## src/rtl/adc_sampler_if.sv

```systemverilog
// Control and converter-side signals of the serial ADC front end.
// The slave modport faces adc_sampler. The master modport faces the controller and converter.
interface adc_sampler_if #(
   parameter int unsigned DATA_W = 12
);
   logic              en;
   logic              start;
   logic              sdata_adc;
   logic              cs;
   logic              sclk_adc;
   logic              busy;
   logic [DATA_W-1:0] sample_raw;
   logic [DATA_W-1:0] sample;
   logic              sample_valid;

   modport master (
      output en,
      output start,
      output sdata_adc,
      input  cs,
      input  sclk_adc,
      input  busy,
      input  sample_raw,
      input  sample,
      input  sample_valid
   );

   modport slave (
      input  en,
      input  start,
      input  sdata_adc,
      output cs,
      output sclk_adc,
      output busy,
      output sample_raw,
      output sample,
      output sample_valid
   );
endinterface

```

## src/rtl/adc_sampler.sv

```systemverilog
// Serial ADC front end: it generates cs/sclk_adc, shifts in one frame and emits an offset-removed sample.
// Define ADC_SAMPLER_AVG_EN to average 2^AVG_LOG2 frames per output strobe.
module adc_sampler #(
   parameter int unsigned DATA_W       = 12,
   parameter int unsigned FRAME_BITS   = 16,
   parameter int unsigned CLK_DIV      = 2,
   parameter int unsigned QUIET_CYCLES = 4,
   parameter int unsigned AVG_LOG2     = 2
) (
   input logic          clk,
   input logic          rst,
   adc_sampler_if.slave bus
);

   localparam int unsigned PhW  = $clog2(2 * CLK_DIV);
   localparam int unsigned BitW = (FRAME_BITS > 1) ? $clog2(FRAME_BITS) : 1;
   localparam int unsigned QW   = (QUIET_CYCLES > 1) ? $clog2(QUIET_CYCLES) : 1;

   localparam logic [PhW-1:0]    PhLast   = PhW'(2 * CLK_DIV - 1);
   localparam logic [PhW-1:0]    PhHalf   = PhW'(CLK_DIV);
   localparam logic [BitW-1:0]   BitLast  = BitW'(FRAME_BITS - 1);
   localparam logic [QW-1:0]     QLast    = QW'((QUIET_CYCLES > 0) ? QUIET_CYCLES - 1 : 0);
   localparam logic [DATA_W-1:0] MidScale = {1'b1, {(DATA_W - 1){1'b0}}};

   if (DATA_W < 2 || FRAME_BITS < DATA_W || CLK_DIV < 1 || AVG_LOG2 > 16) begin : g_param_check
      $error("adc_sampler: invalid parameter combination");
   end

   typedef enum logic [1:0] {StIdle, StConv, StDone, StQuiet} state_e;

   state_e            state_q, state_d;
   logic [PhW-1:0]    ph_q, ph_d;
   logic [BitW-1:0]   bit_q, bit_d;
   logic [QW-1:0]     quiet_q, quiet_d;
   logic [DATA_W-2:0] shift_q, shift_d;
   logic              pending_q, pending_d;

   logic              cs_q, cs_d;
   logic              sclk_q, sclk_d;
   logic              busy_q, busy_d;
   logic              valid_q, valid_d;
   logic [DATA_W-1:0] raw_q, raw_d;
   logic [DATA_W-1:0] sample_q, sample_d;

   logic              last_edge;
   logic              conv_entry;
   logic              go_next;
   logic [DATA_W-1:0] raw_new;

   // The edge that samples the final frame bit also ends the conversion.
   assign last_edge  = (state_q == StConv) && (ph_q == PhLast) && (bit_q == BitLast);
   assign conv_entry = (state_d == StConv) && (state_q != StConv);
   assign go_next    = bus.en || pending_q;
   assign raw_new    = {shift_q, bus.sdata_adc};

`ifdef ADC_SAMPLER_AVG_EN
   localparam int unsigned     AccW    = DATA_W + AVG_LOG2;
   localparam int unsigned     CntW    = (AVG_LOG2 > 0) ? AVG_LOG2 : 1;
   localparam logic [CntW-1:0] CntLast = CntW'((1 << AVG_LOG2) - 1);

   logic [AccW-1:0] acc_q, acc_d, acc_sum;
   logic [CntW-1:0] cnt_q, cnt_d;

   // The sum of 2^AVG_LOG2 full-scale samples fits exactly in AccW bits.
   assign acc_sum = acc_q + AccW'(raw_new);
`endif

   always_ff @(posedge clk) begin
      if (rst) begin
         state_q <= StIdle;
      end else begin
         state_q <= state_d;
      end
   end

   always_comb begin
      state_d = state_q;
      unique case (state_q)
         StIdle: begin
            if (bus.start || go_next) begin
               state_d = StConv;
            end
         end
         StConv: begin
            if (last_edge) begin
               state_d = StDone;
            end
         end
         StDone: begin
            if (QUIET_CYCLES == 0) begin
               state_d = go_next ? StConv : StIdle;
            end else begin
               state_d = StQuiet;
            end
         end
         StQuiet: begin
            if (quiet_q == QLast) begin
               state_d = go_next ? StConv : StIdle;
            end
         end
         default: state_d = StIdle;
      endcase
   end

   always_comb begin
      ph_d      = '0;
      bit_d     = '0;
      quiet_d   = '0;
      shift_d   = shift_q;
      pending_d = pending_q;

      if (state_q == StConv && state_d == StConv) begin
         if (ph_q == PhLast) begin
            bit_d = bit_q + 1'b1;
         end else begin
            ph_d  = ph_q + 1'b1;
            bit_d = bit_q;
         end
      end

      if (state_q == StConv && ph_q == PhLast) begin
         shift_d = raw_new[DATA_W-2:0];
      end

      if (state_q == StQuiet && state_d == StQuiet) begin
         quiet_d = quiet_q + 1'b1;
      end

      // Only one request is queued. Any start that coincides with CONV entry is absorbed by that entry.
      if (conv_entry) begin
         pending_d = 1'b0;
      end else if (bus.start && state_q != StIdle) begin
         pending_d = 1'b1;
      end
   end

   always_comb begin
      cs_d    = (state_d != StConv);
      sclk_d  = (state_d != StConv) || (ph_d < PhHalf);
      busy_d  = (state_d != StIdle);
      valid_d = 1'b0;
      raw_d   = raw_q;
`ifdef ADC_SAMPLER_AVG_EN
      acc_d   = acc_q;
      cnt_d   = cnt_q;
      if (last_edge) begin
         if (cnt_q == CntLast) begin
            valid_d = 1'b1;
            raw_d   = DATA_W'(acc_sum >> AVG_LOG2);
            acc_d   = '0;
            cnt_d   = '0;
         end else begin
            acc_d = acc_sum;
            cnt_d = cnt_q + 1'b1;
         end
      end
`else
      if (last_edge) begin
         valid_d = 1'b1;
         raw_d   = raw_new;
      end
`endif
      // Inverting the MSB equals subtracting mid-scale in two's complement.
      sample_d = {~raw_d[DATA_W-1], raw_d[DATA_W-2:0]};
   end

   always_ff @(posedge clk) begin
      if (rst) begin
         ph_q      <= '0;
         bit_q     <= '0;
         quiet_q   <= '0;
         shift_q   <= '0;
         pending_q <= 1'b0;
         cs_q      <= 1'b1;
         sclk_q    <= 1'b1;
         busy_q    <= 1'b0;
         valid_q   <= 1'b0;
         raw_q     <= MidScale;
         sample_q  <= '0;
      end else begin
         ph_q      <= ph_d;
         bit_q     <= bit_d;
         quiet_q   <= quiet_d;
         shift_q   <= shift_d;
         pending_q <= pending_d;
         cs_q      <= cs_d;
         sclk_q    <= sclk_d;
         busy_q    <= busy_d;
         valid_q   <= valid_d;
         raw_q     <= raw_d;
         sample_q  <= sample_d;
      end
   end

`ifdef ADC_SAMPLER_AVG_EN
   always_ff @(posedge clk) begin
      if (rst) begin
         acc_q <= '0;
         cnt_q <= '0;
      end else begin
         acc_q <= acc_d;
         cnt_q <= cnt_d;
      end
   end
`endif

   assign bus.cs           = cs_q;
   assign bus.sclk_adc     = sclk_q;
   assign bus.busy         = busy_q;
   assign bus.sample_valid = valid_q;
   assign bus.sample_raw   = raw_q;
   assign bus.sample       = sample_q;

endmodule

```

## src/flat_wrapper.sv

```systemverilog
// flat-port wrapper written by rule: the top's interface ports become plain ports
module adc_sampler_flat 
#(
   parameter int unsigned DATA_W       = 12,
   parameter int unsigned FRAME_BITS   = 16,
   parameter int unsigned CLK_DIV      = 2,
   parameter int unsigned QUIET_CYCLES = 4,
   parameter int unsigned AVG_LOG2     = 2
)
  (clk, rst, bus_en, bus_start, bus_sdata_adc, bus_cs, bus_sclk_adc, bus_busy, bus_sample_raw, bus_sample, bus_sample_valid);
  adc_sampler_if #(.DATA_W(DATA_W)) bus_i ();
  input logic clk;
  input logic rst;
  input wire logic [$bits(bus_i.en)-1:0] bus_en;
  input wire logic [$bits(bus_i.start)-1:0] bus_start;
  input wire logic [$bits(bus_i.sdata_adc)-1:0] bus_sdata_adc;
  output wire logic [$bits(bus_i.cs)-1:0] bus_cs;
  output wire logic [$bits(bus_i.sclk_adc)-1:0] bus_sclk_adc;
  output wire logic [$bits(bus_i.busy)-1:0] bus_busy;
  output wire logic [$bits(bus_i.sample_raw)-1:0] bus_sample_raw;
  output wire logic [$bits(bus_i.sample)-1:0] bus_sample;
  output wire logic [$bits(bus_i.sample_valid)-1:0] bus_sample_valid;
  assign bus_i.en = bus_en;
  assign bus_i.start = bus_start;
  assign bus_i.sdata_adc = bus_sdata_adc;
  assign bus_cs = bus_i.cs;
  assign bus_sclk_adc = bus_i.sclk_adc;
  assign bus_busy = bus_i.busy;
  assign bus_sample_raw = bus_i.sample_raw;
  assign bus_sample = bus_i.sample;
  assign bus_sample_valid = bus_i.sample_valid;
  adc_sampler #(.DATA_W(DATA_W), .FRAME_BITS(FRAME_BITS), .CLK_DIV(CLK_DIV), .QUIET_CYCLES(QUIET_CYCLES), .AVG_LOG2(AVG_LOG2)) u_core (.clk(clk), .rst(rst), .bus(bus_i));
endmodule
```

## config.mk

```make
export PLATFORM = sky130hd
export DESIGN_NAME = adc_sampler_flat
export DESIGN_NICKNAME = d
export VERILOG_FILES = /design/src/rtl/adc_sampler_if.sv /design/src/rtl/adc_sampler.sv /design/src/flat_wrapper.sv
export SDC_FILE = /design/constraint.sdc
export NUM_CORES = 1
export LEC_CHECK = 0
export ABC_AREA = 1
export CAP_MARGIN = 20
export CORE_MARGIN = 2
export CORE_UTILIZATION = 40
export DETAILED_ROUTE_END_ITERATION = 12
export PLACE_DENSITY = 0.66
export SLEW_MARGIN = 20
export SYNTH_ARGS = -nofsm -noshare
export SYNTH_HDL_FRONTEND = slang
export SYNTH_SLANG_ARGS = --single-unit
```

## constraint.sdc

```tcl
create_clock -name clk -period 3.1 [get_ports clk]
set_input_delay 0.775 -clock clk [delete_from_list [all_inputs] [get_ports clk]]
set_output_delay 0.775 -clock clk [all_outputs]
set_load 0.01 [all_outputs]
```

After elaboration in Yosys (flattened, before gate mapping)
Cells that the tools add are included.
{"block": "word_totals", "register_bits": 50, "latch_bits": 0, "mem_bits_rw": 0, "rom_bits": 0, "in_bits": 5, "output_inout_bits": 28, "word_cells": 53, "memories": 0}
{"block": "classes", "addsub": 3, "multipliers": 0, "n_div": 0, "magnitude_cmp": 1, "n_eq_ne": 10, "shifts": 0, "mux": 9, "bitwise_logic": 3, "n_reduce_logical": 15}
{"cell": "$mux W12", "n": 1}
{"cell": "$eq A2 B2 Y1 const B", "n": 5}
{"cell": "$mux W2", "n": 5}
{"cell": "$pmux W2 S4", "n": 1}
{"cell": "$logic_and A1 B1 Y1", "n": 6}
{"cell": "$reduce_or A2 Y1", "n": 3}
{"cell": "$add A2 B1 Y2 const B", "n": 2}
{"cell": "$add A4 B1 Y4 const B", "n": 1}
{"cell": "$eq A2 B1 Y1 const B", "n": 2}
{"cell": "$eq A4 B4 Y1 const B", "n": 1}
{"cell": "$ne A2 B1 Y1 const B", "n": 2}
{"cell": "$reduce_bool A2 Y1", "n": 2}
{"cell": "$logic_or A1 B1 Y1", "n": 3}
{"cell": "$not A1 Y1", "n": 3}
{"cell": "$logic_not A2 Y1", "n": 1}
{"cell": "$lt A2 B2 Y1 const B", "n": 1}
{"cell": "$mux W1", "n": 2}

Longest topological paths before layout
{"block": "logic_depth", "ltp_word": 10, "depth_mapped": 8, "mapped_depth_nobuf": 8}

Worst setup path after synthesis
OpenSTA, ideal clock, no wires.
{"block": "synth_path", "kind": "in2reg", "start": "input rst", "end": "register u_core.shift_q[6]", "setup_ns": 0.070, "arrival_ns": 1.373, "setup_slack_ns": 1.658, "cell_stages": 4, "path_buffers": 1, "path_cell_list": "inv_1 > clkbuf_1 > o21ai_0 > a21oi_1"}
{"item": "start, declared", "line": "flat_wrapper.sv:13", "text": "input logic rst;"}
{"item": "end signal, assigned", "line": "adc_sampler.sv:184", "text": "shift_q <= shift_d;"}
{"item": "end, declared", "line": "adc_sampler.sv:35", "text": "logic [DATA_W-2:0] shift_q, shift_d;"}

Worst setup path after layout
{"block": "layout_path", "start": "input rst", "end": "register u_core.bit_q[3]"}
{"block": "layout_between", "elab_chain_len": 1}
{"item": "$reduce_or A2 Y1 (no source line)"}
{"item": "end signal, assigned", "line": "adc_sampler.sv:182", "text": "bit_q <= bit_d;"}
{"item": "end, declared", "line": "adc_sampler.sv:33", "text": "logic [BitW-1:0] bit_q, bit_d;"}
Every way passes these cells.
A chain may end at the register's enable or synchronous reset.

==> impl_metrics.toml <==
[setup_path]
max_stage_delay_ns = 0.60
reg2reg_depth = 6
r2r_slack_ns = 1.29
cp_data_arrival_time_ns = 2.39
reg2reg_from = "u_core.ph_q[0]"
crit_path_cell_trace = "clkdlybuf4s50_1, inv_1, nand3_1, nor2_1"
critPathCaptureType = "register"
crit_required_ns = 3.32
rr_endpoint = "u_core.bit_q[3]"
crit_type = "in -> reg"
critPathMaxFanout = 23
startpoint_type = "primary input"
cp_slowest_cell = "inv_1"

[detailed_routing]
via_count = 1122
first_pass_iters = 6
vias_per_cell = 4.524
drtIter0Drc = 65
totalWireLength_um = 2532
postRouteAntennaNets = 0
wl_per_cell_um = 10.21
drc = 0

[global_routing]
grt.total_usage_pct = 12.83
overflow = 0
grt_pass1_wl_um = 4181
grt_max_degree = 24
antenna_found_initial = 0
grt_pass1_vias = 910

[place]
dp_cells = 242
place_congestion = 0.7238
place_area_um2 = 1792
port_buffers = 32
dp_hpwl_um = 1758

[floorplan]
core_area_um2 = 3689
fp-row-count = 22
fp.dieW_um = 66.08
die_h_um = 66.08
dieArea_um2 = 4367
start_util_pct = 41.79
boundaryPins = 33

[cts]
clk_pin_slew_ns = 0.07
cts_resized = 0
cts.path.max_buffers = 2
cts_buffers = 5
cts_sinks = 39
cts_setup_buffers = 0
root_buffer = "clkbuf_8"
cts_tree = "yes"
h-tree-depth = 2
insertion_delay_ns = 0.28
cts_hold_buf = 0

[power]
max-vdd-ir-drop_mv = 0.2031
p_per_area_nw_per_um2 = 456.8
power_leakage_nw = 0.7662
p_total_mw = 0.8517

[timing]
worst_pin_slew_ns = 0.6867
fmax_mhz = 461.0
maxSlewViolCount = 0
holdWs_ns = 0.4299
finalHoldViolations = 0
fin_crit_sh_pct = 69.97
setup_violations = 0
finalClockSkew_ns = 0.003146
rsz0062_at_grt = "false"
max_slew_margin_pct = 54.17
period_needed_ns = 2.169
tns_ns = 0

[worst_hold_path]
min_from = "u_core.quiet_q[0]"
hold_path_class = "reg -> reg"
min_to = "u_core.quiet_q[0]"
whs_path_depth = 1

[job]
max_cap_violations = 0

[yosys]
synth_warnings = 0
ys_seq_area_share_pct = 50.65
syn_nets = 188
netlist.area_leader.share_pct = 50.65
synthFlopType = "dfxtp_1"
synth.most_common_cell = "dfxtp_1"
syn_avg_cell_area_um2 = 8.564
synth_area_um2 = 1541
yosysTopAreaCell = "dfxtp_1"
synth_common_cells = "39 x dfxtp_1, 26 x nand2_1, 22 x nor2_1, 18 x inv_1, 13 x o21ai_0"
synthCells = 180
postSynth.asyncResetShare_pct = 0
ys_types = 27
synth_edf_count = 0
synth.ff_latch_count = 39
yosys-top-cells-area = "dfxtp_1 51%, nand2_1 6.3%, buf_4 5.8%"

[finish]
area_growth_pct = 20.94
fillCellCount = 360
seq_area_um2 = 780.7
finalNonFillerCells = 248
nets = 209
antennaDiodeCount = 0
fin_area_um2 = 1864
final_layout_size_suffix_gt1_share_pct = 7.500
multiInputGateArea_um2 = 559.3

[status]
outcome = "completed"
[sequential cells by signal (all words and copies together), names as in the netlist, 2 cells and up]
register and flops:
u_core.quiet_q 2, u_core.state_q 2, u_core.bus.sample 12, u_core.ph_q 2, u_core.shift_q 11, u_core.bit_q 4
[layer usage]
| metal | vias to the layer above | track usage [%] | wire (um) |
|---|---|---|---|
| met1 | 485 | 18.16 | 1349 |
| met5 | - | 0 | 0 |
| met3 | 7 | 4.600 | 115 |
| met4 | 0 | 6.888 | 55 |
| met2 | 26 | 16.63 | 1013 |
| li1 | 604 | - | - |
[cell type report]
class                           instances  area share (%)
Inverter                               19           3.825
Tap cell                               48           3.221
Multi-Input combinational cell        104           30.00
Clock buffer                            6           3.893
Timing Repair Buffer                   32           17.18
Sequential cell                        39           41.88
[worst max-delay path, delay by kind of cell]
| family | cells | cell delay [ns] |
|---|---|---|
| AND/OR/NAND/NOR | 2 | 0.43 |
| buffers and inverters | 2 | 1.19 |
[logic make-up after synthesis]
group / Yosys count / share of synthesized area [%]
mux: 1 / 0.6494
compound gates: 30 / 11.12
buf+inv: 37 / 13.07
simple gates: 67 / 20.37
fa+ha+maj: 3 / 2.435
flops: 39 / 50.65
xor+xnor: 3 / 1.705
[power breakdown]
group          switching [mW]  internal, mW  total [mW]
combinational          0.0216        0.0161      0.0377
clock                   0.153         0.150       0.302
sequential            0.00443         0.507       0.512
total                   0.179         0.673       0.852
[worst max-delay path by stage]
stage | startpoint | endpoint | slack, ns | cells past startpoint
after floorplan | rst | u_core.shift_q[6] | 1.66 | 4
after global placement | rst | u_core.bit_q[3] | 0.69 | 4
after detailed placement | rst | u_core.bit_q[3] | 0.65 | 4
after CTS | rst | u_core.bit_q[3] | 0.93 | 4
after global routing | rst | u_core.bit_q[1] | 0.69 | 4
final | rst | u_core.bit_q[3] | 0.93 | 4
[metrics by stage]
step / util, % / setup slack (ns)
2_1_floorplan: - / 1.658
3_3_place_gp: 48.58 / 0.6875
3_5_place_dp: 48.58 / 0.6497
4_1_cts: 50.54 / 0.9305
5_1_grt: 50.54 / 0.6921
6_report: 50.54 / 0.9310
[cell usage in the layout, fill, tap and decap left out]
cell type and instances:
a21oi_1 11, nor3_1 1, a211oi_1 1, clkbuf_1 1, inv_2 1, clkdlybuf4s50_1 32
inv_1 18, nand3_2 1, xnor2_1 1, xor2_1 2, o21ai_0 13, dfxtp_1 39
nand2_1 26, nor3b_1 1, ha_1 3, nand3_1 9, mux2i_1 1, nor2_1 22
nand3_4 1, nand2_4 1, nand3b_1 1, nand4_1 2, nor4_1 1, o21ai_2 5
clkbuf_8 5, nor2_4 1
Note: power is estimated with default switching activity, not from simulation.
